### src/rtl/cv32e40x_fencei_flush_responder_if.sv
// cv32e40x_fencei_flush_responder_if: controller, data OBI monitor and external flush agent signals
interface cv32e40x_fencei_flush_responder_if;
  logic fencei_flush_req_i;
  logic fencei_flush_ack_o;
  logic data_req_i;
  logic data_gnt_i;
  logic data_rvalid_i;
  logic ext_flush_req_o;
  logic ext_flush_ack_i;
  logic busy_o;
  logic timeout_o;
  modport master (
    output fencei_flush_req_i, data_req_i, data_gnt_i, data_rvalid_i, ext_flush_ack_i,
    input  fencei_flush_ack_o, ext_flush_req_o, busy_o, timeout_o
  );
  modport slave (
    input  fencei_flush_req_i, data_req_i, data_gnt_i, data_rvalid_i, ext_flush_ack_i,
    output fencei_flush_ack_o, ext_flush_req_o, busy_o, timeout_o
  );
endinterface

### src/rtl/cv32e40x_fencei_flush_responder.sv
// cv32e40x_fencei_flush_responder: fence.i flush responder; REQ timeout enabled by CV32E40X_FENCEI_TIMEOUT_EN
module cv32e40x_fencei_flush_responder #(
  parameter int MAX_OUTSTANDING = 2,
  parameter int TIMEOUT_CYCLES  = 1024
) (
  input logic clk,
  input logic rst_n,
  cv32e40x_fencei_flush_responder_if.slave bus
);
  localparam int CW = $clog2(MAX_OUTSTANDING + 1);
  localparam logic [CW-1:0] CNT_MAX = CW'(MAX_OUTSTANDING);
  typedef enum logic [1:0] {IDLE, DRAIN, REQ, ACK} state_t;
  state_t state, state_nxt;
  logic [CW-1:0] cnt, cnt_nxt;
  logic inc, dec, quiescent, tmo_hit;
  assign inc = bus.data_req_i & bus.data_gnt_i;
  assign dec = bus.data_rvalid_i;
  // Saturate rather than wrap on protocol violations
  assign cnt_nxt = (inc & ~dec & (cnt != CNT_MAX)) ? cnt + 1'b1 :
                   (dec & ~inc & (cnt != '0))      ? cnt - 1'b1 : cnt;
  assign quiescent = (cnt_nxt == '0);
  always_ff @(posedge clk or negedge rst_n) begin
    if (!rst_n) begin
      state <= IDLE;
      cnt   <= '0;
    end else begin
      state <= state_nxt;
      cnt   <= cnt_nxt;
    end
  end
  always_comb begin
    state_nxt = state;
    case (state)
      IDLE:    state_nxt = bus.fencei_flush_req_i ? (quiescent ? REQ : DRAIN) : IDLE;
      DRAIN:   state_nxt = quiescent ? REQ : DRAIN;
      REQ:     state_nxt = (bus.ext_flush_ack_i | tmo_hit) ? ACK : REQ;
      default: state_nxt = IDLE;
    endcase
  end
  assign bus.ext_flush_req_o    = (state == REQ);
  assign bus.fencei_flush_ack_o = (state == ACK);
  assign bus.busy_o             = (state != IDLE);
`ifdef CV32E40X_FENCEI_TIMEOUT_EN
  localparam int TW = $clog2(TIMEOUT_CYCLES);
  logic [TW-1:0] tcnt;
  logic timed_out;
  assign tmo_hit = (state == REQ) & (tcnt == TW'(TIMEOUT_CYCLES - 1));
  // tcnt sits at zero outside REQ, so it is cleared on REQ entry
  always_ff @(posedge clk or negedge rst_n) begin
    if (!rst_n) begin
      tcnt      <= '0;
      timed_out <= 1'b0;
    end else begin
      tcnt      <= (state == REQ) ? tcnt + 1'b1 : '0;
      timed_out <= tmo_hit & ~bus.ext_flush_ack_i;
    end
  end
  assign bus.timeout_o = timed_out;
`else
  assign tmo_hit       = 1'b0;
  assign bus.timeout_o = 1'b0;
`endif
  a_tmo_cfg: assert property (@(posedge clk) TIMEOUT_CYCLES >= 2);
  a_overflow: assert property (@(posedge clk) disable iff (!rst_n)
    !(inc && !dec && cnt == CNT_MAX));
  a_underflow: assert property (@(posedge clk) disable iff (!rst_n)
    !(dec && !inc && cnt == '0));
  a_req_held: assert property (@(posedge clk) disable iff (!rst_n)
    (state != IDLE) |-> bus.fencei_flush_req_i);
endmodule

### src/flat_wrapper.sv
// flat-port wrapper written by rule: the top's interface ports become plain ports
module cv32e40x_fencei_flush_responder_flat 
#(
  parameter int MAX_OUTSTANDING = 2,
  parameter int TIMEOUT_CYCLES  = 1024
)
  (clk, rst_n, bus_fencei_flush_req_i, bus_data_req_i, bus_data_gnt_i, bus_data_rvalid_i, bus_ext_flush_ack_i, bus_fencei_flush_ack_o, bus_ext_flush_req_o, bus_busy_o, bus_timeout_o);
  cv32e40x_fencei_flush_responder_if bus_i ();
  input logic clk;
  input logic rst_n;
  input wire logic [$bits(bus_i.fencei_flush_req_i)-1:0] bus_fencei_flush_req_i;
  input wire logic [$bits(bus_i.data_req_i)-1:0] bus_data_req_i;
  input wire logic [$bits(bus_i.data_gnt_i)-1:0] bus_data_gnt_i;
  input wire logic [$bits(bus_i.data_rvalid_i)-1:0] bus_data_rvalid_i;
  input wire logic [$bits(bus_i.ext_flush_ack_i)-1:0] bus_ext_flush_ack_i;
  output wire logic [$bits(bus_i.fencei_flush_ack_o)-1:0] bus_fencei_flush_ack_o;
  output wire logic [$bits(bus_i.ext_flush_req_o)-1:0] bus_ext_flush_req_o;
  output wire logic [$bits(bus_i.busy_o)-1:0] bus_busy_o;
  output wire logic [$bits(bus_i.timeout_o)-1:0] bus_timeout_o;
  assign bus_i.fencei_flush_req_i = bus_fencei_flush_req_i;
  assign bus_i.data_req_i = bus_data_req_i;
  assign bus_i.data_gnt_i = bus_data_gnt_i;
  assign bus_i.data_rvalid_i = bus_data_rvalid_i;
  assign bus_i.ext_flush_ack_i = bus_ext_flush_ack_i;
  assign bus_fencei_flush_ack_o = bus_i.fencei_flush_ack_o;
  assign bus_ext_flush_req_o = bus_i.ext_flush_req_o;
  assign bus_busy_o = bus_i.busy_o;
  assign bus_timeout_o = bus_i.timeout_o;
  cv32e40x_fencei_flush_responder #(.MAX_OUTSTANDING(MAX_OUTSTANDING), .TIMEOUT_CYCLES(TIMEOUT_CYCLES)) u_core (.clk(clk), .rst_n(rst_n), .bus(bus_i));
endmodule
### config.mk
export PLATFORM = sky130hd
export DESIGN_NAME = cv32e40x_fencei_flush_responder_flat
export DESIGN_NICKNAME = d
export VERILOG_FILES = /design/src/rtl/cv32e40x_fencei_flush_responder_if.sv /design/src/rtl/cv32e40x_fencei_flush_responder.sv /design/src/flat_wrapper.sv
export SDC_FILE = /design/constraint.sdc
export NUM_CORES = 1
export LEC_CHECK = 0
export ABC_CLOCK_PERIOD_IN_PS = 2400
export CORE_AREA = 5 5 42 44
export CTS_CLUSTER_DIAMETER = 200
export DETAILED_ROUTE_END_ITERATION = 7
export DIE_AREA = 0 0 47 49
export GPL_TIMING_DRIVEN = 0
export HOLD_SLACK_MARGIN = 0.05
export PLACE_DENSITY = 0.51
export SLEW_MARGIN = 25
export SYNTH_ARGS = -nofsm -noshare
export SYNTH_HDL_FRONTEND = slang
export SYNTH_SLANG_ARGS = --single-unit
### constraint.sdc
create_clock -name clk -period 2.4 [get_ports clk]
set_clock_uncertainty 0.05 [all_clocks]
set_input_delay 0.48 -clock clk [delete_from_list [all_inputs] [get_ports clk]]
set_output_delay 0.48 -clock clk [all_outputs]
set_load 0.01 [all_outputs]
==> results of run 1 <==
## final cells by class
class | instances | area, um2 | share of cell area [%]
flip-flops and latches | 4 | 100 | 20.4
inverters | 3 | 11.3 | 2.29
multi-input cells | 29 | 240 | 48.9
repair buffers | 9 | 90.1 | 18.3
plain buffers | 1 | 7.51 | 1.53
clock buffers | 3 | 22.5 | 4.58
well taps | 16 | 20.0 | 4.07
## power by group
| group | total [mW] | internal (mW) | leakage (nW) | switching [mW] |
|---|---|---|---|---|
| logic | 0.319 | 0.187 | 0.142 | 0.133 |
| clock network | 0.0808 | 0.0558 | 0.0138 | 0.0250 |
| registers | 0.147 | 0.101 | 0.0473 | 0.0457 |
## sequential cells by signal (all words and copies together) (netlist names)
register,count
u_core.state,2
u_core.cnt,2
## worst min path at each step
stage                  start  depth (start not counted)  slack (ns)         endpoint
2_1_floorplan          rst_n                          0        0.13    u_core.cnt[0]
3_3_place_gp   u_core.cnt[0]                          1        0.52    u_core.cnt[0]
3_5_place_dp   u_core.cnt[0]                          1        0.53    u_core.cnt[0]
4_1_cts                rst_n                          1        0.40  u_core.state[1]
5_1_grt                rst_n                          1        0.41  u_core.state[0]
6_report               rst_n                          1        0.40  u_core.state[1]
## metrics by stage
step | worst slack [ns] | utilization, % | area, um2
finish | 0.451 | 35.1 | 492
CTS | 0.430 | 35.1 | 492
detailed placement | 0.390 | 33.5 | 469
global placement | 0.375 | 33.5 | 469
global route | 0.337 | 35.1 | 492
floorplan | 0.727 | - | 359
## per-layer routing
metal  GRT usage, %  vias to the layer above  wire length, um
met5              0                        -                0
met1           9.49                      142              289
met4           4.15                        0                0
met3           1.11                        0               65
li1               -                      159                -
met2           10.6                       11              325
## layout by cell type, fill, tap and decap left out, types with 2 or more instances in the layout
cell             instances
nor2b_1                  3
dfrtp_1                  4
inv_1                    3
nand2_1                  2
clkdlybuf4s50_1          9
clkbuf_4                 3
nor2_1                   2
ha_1                     2
## logic make-up after synthesis
group	Yosys count	share of synthesized area (%)
buffers and inverters	4	5.23
other	1	1.04
xor gates and xnor gates	1	2.44
adders and majority gates	2	6.97
DFF	4	27.9
and+or+nand+nor	14	27.5
muxes	1	2.79
AOI/OAI and AO/OA	10	26.1
==> results.cfg, run 1 <==
[drt]
firstDrtPassIters = 2
wl_per_cell_um = 10.5
vias = 312
first_iter_violations = 1
routed_via_density = 4.80
antenna_left = 0
drcViolationCount = 0
postRouteWirelength_um = 680

[sta]
fin_setup_tns_ns = 0
max_freq_mhz = 513
layout_min_cycle_time_ns = 1.95
final_max_slew_viol_count = 0
rsz0062_at_grt = no
hold_viol_final = 0
fin_crit_sh_pct = 81.2
hold_ws_ns = 0.403
finalSetupViolCount = 0

[global_routing]
grt_max_degree = 8
grt_overflow = 0
antenna_found_initial = 0
grt_pass1_wl_um = 1240
grt_usage_pct = 7.19
grt_pass1_vias = 287

[placed_design]
port_buffers = 9
dp.cells = 62
dp_hpwl_um = 577
routabilityCongestion = 0.699

[clock_network]
hold_buffers = 0
numCtsBuffers = 3
post_cts_buffers = 0
clk_pin_slew_worst_paths_ns = 0.04
cts_buffer_depth = 2
cts-resized-gates = 0
cts_num_sinks = 4
cts_tree = yes
root_buffer = clkbuf_4
h-tree-depth = 1
clk_latency_ns = 0.23

[logic_synthesis]
ys_seq_elements = 4
synth_cells = 37
yosysWarnings = 0
seq_area_frac_synth_pct = 27.9
synth_top_area_share_pct = 27.9
yosys-top-cells-area = dfrtp_1 28%, ha_1 7.0%, nor4bb_4 7.0%
async_flop_share_pct = 100
syn_avg_cell_area_um2 = 9.71
synth_area_um2 = 359
synth_nets = 46
synth_commonest_cells = 4 x dfrtp_1, 3 x inv_1, 3 x nor2b_1
synth-edff-count = 0
ys_dominant_reg_cell = dfrtp_1
synth.largest_area_cell = dfrtp_1
yosysUniqueCellTypes = 27
synth_most_common_cell = dfrtp_1

[worst_setup_path]
path_cells = nor2b_1 -> clkdlybuf4s50_1
r2r_slack_ns = 0.60
startpoint = u_core.state[1]
critPathLaunchType = flip-flop
crit_family = buffers and inverters
required_ns = 1.87
worst-path-buf-inv = 1
crit-reg2reg-launch = u_core.cnt[0]
criticalPathCategory = flip-flop to primary output
worstPathMaxFanout = 5
cp_slowest_cell = clkdlybuf4s50_1
cp-endpoint = bus_ext_flush_req_o
worstPathArrival_ns = 1.42
max_stage_delay_ns = 0.58
reg2regPathDepth = 5
worstSetupPathDepth = 2
worstReg2RegEnd = u_core.state[1]
crit_path_end_kind = primary output

[floorplanning]
ios = 11
die_w_um = 47
fp.dieH_um = 49
initial_core_util_pct = 25.6
coreArea_mm2 = 0.00140
num_rows = 14
fp.dieArea_mm2 = 0.00230

[finish]
layout.cells.non_filler = 65
drive_above_1_share_pct = 20.4
nNetsFinal = 60
diodes = 0
syn_to_final_growth_pct = 36.9
fillers = 160

[pwr]
power_leakage_nw = 0.203
total_power_mw = 0.547
peakVddDrop_mv = 0.417
p_per_area_mw_per_mm2 = 1110

[flow_run]
cap_violations = 0

[worst_hold_path]
hp-class = input port to asynchronous set/reset pin

[run_status]
outcome = finished, final reports clean
Power figures use the tool's default switching activity.
==> inputs of run 2 (changes only) <==
Settings changed: ABC_CLOCK_PERIOD_IN_PS 2400 to 2000.
Clock period 2.4 ns to 2 ns, I/O delays scaled along.
==> results of run 2 <==
Same layout as run 1 (identical final DEF). Status: finished, final reports clean.
Main changes from that run: setup slack after placement 0.390 ns -> 0.0705 ns; setup slack after layout 0.451 ns -> 0.131 ns; hold slack 0.403 ns -> 0.323 ns; register-to-register setup slack 0.60 ns -> 0.20 ns; total power 0.547 mW -> 0.656 mW; worst IR drop on VDD 0.417 mV -> 0.500 mV
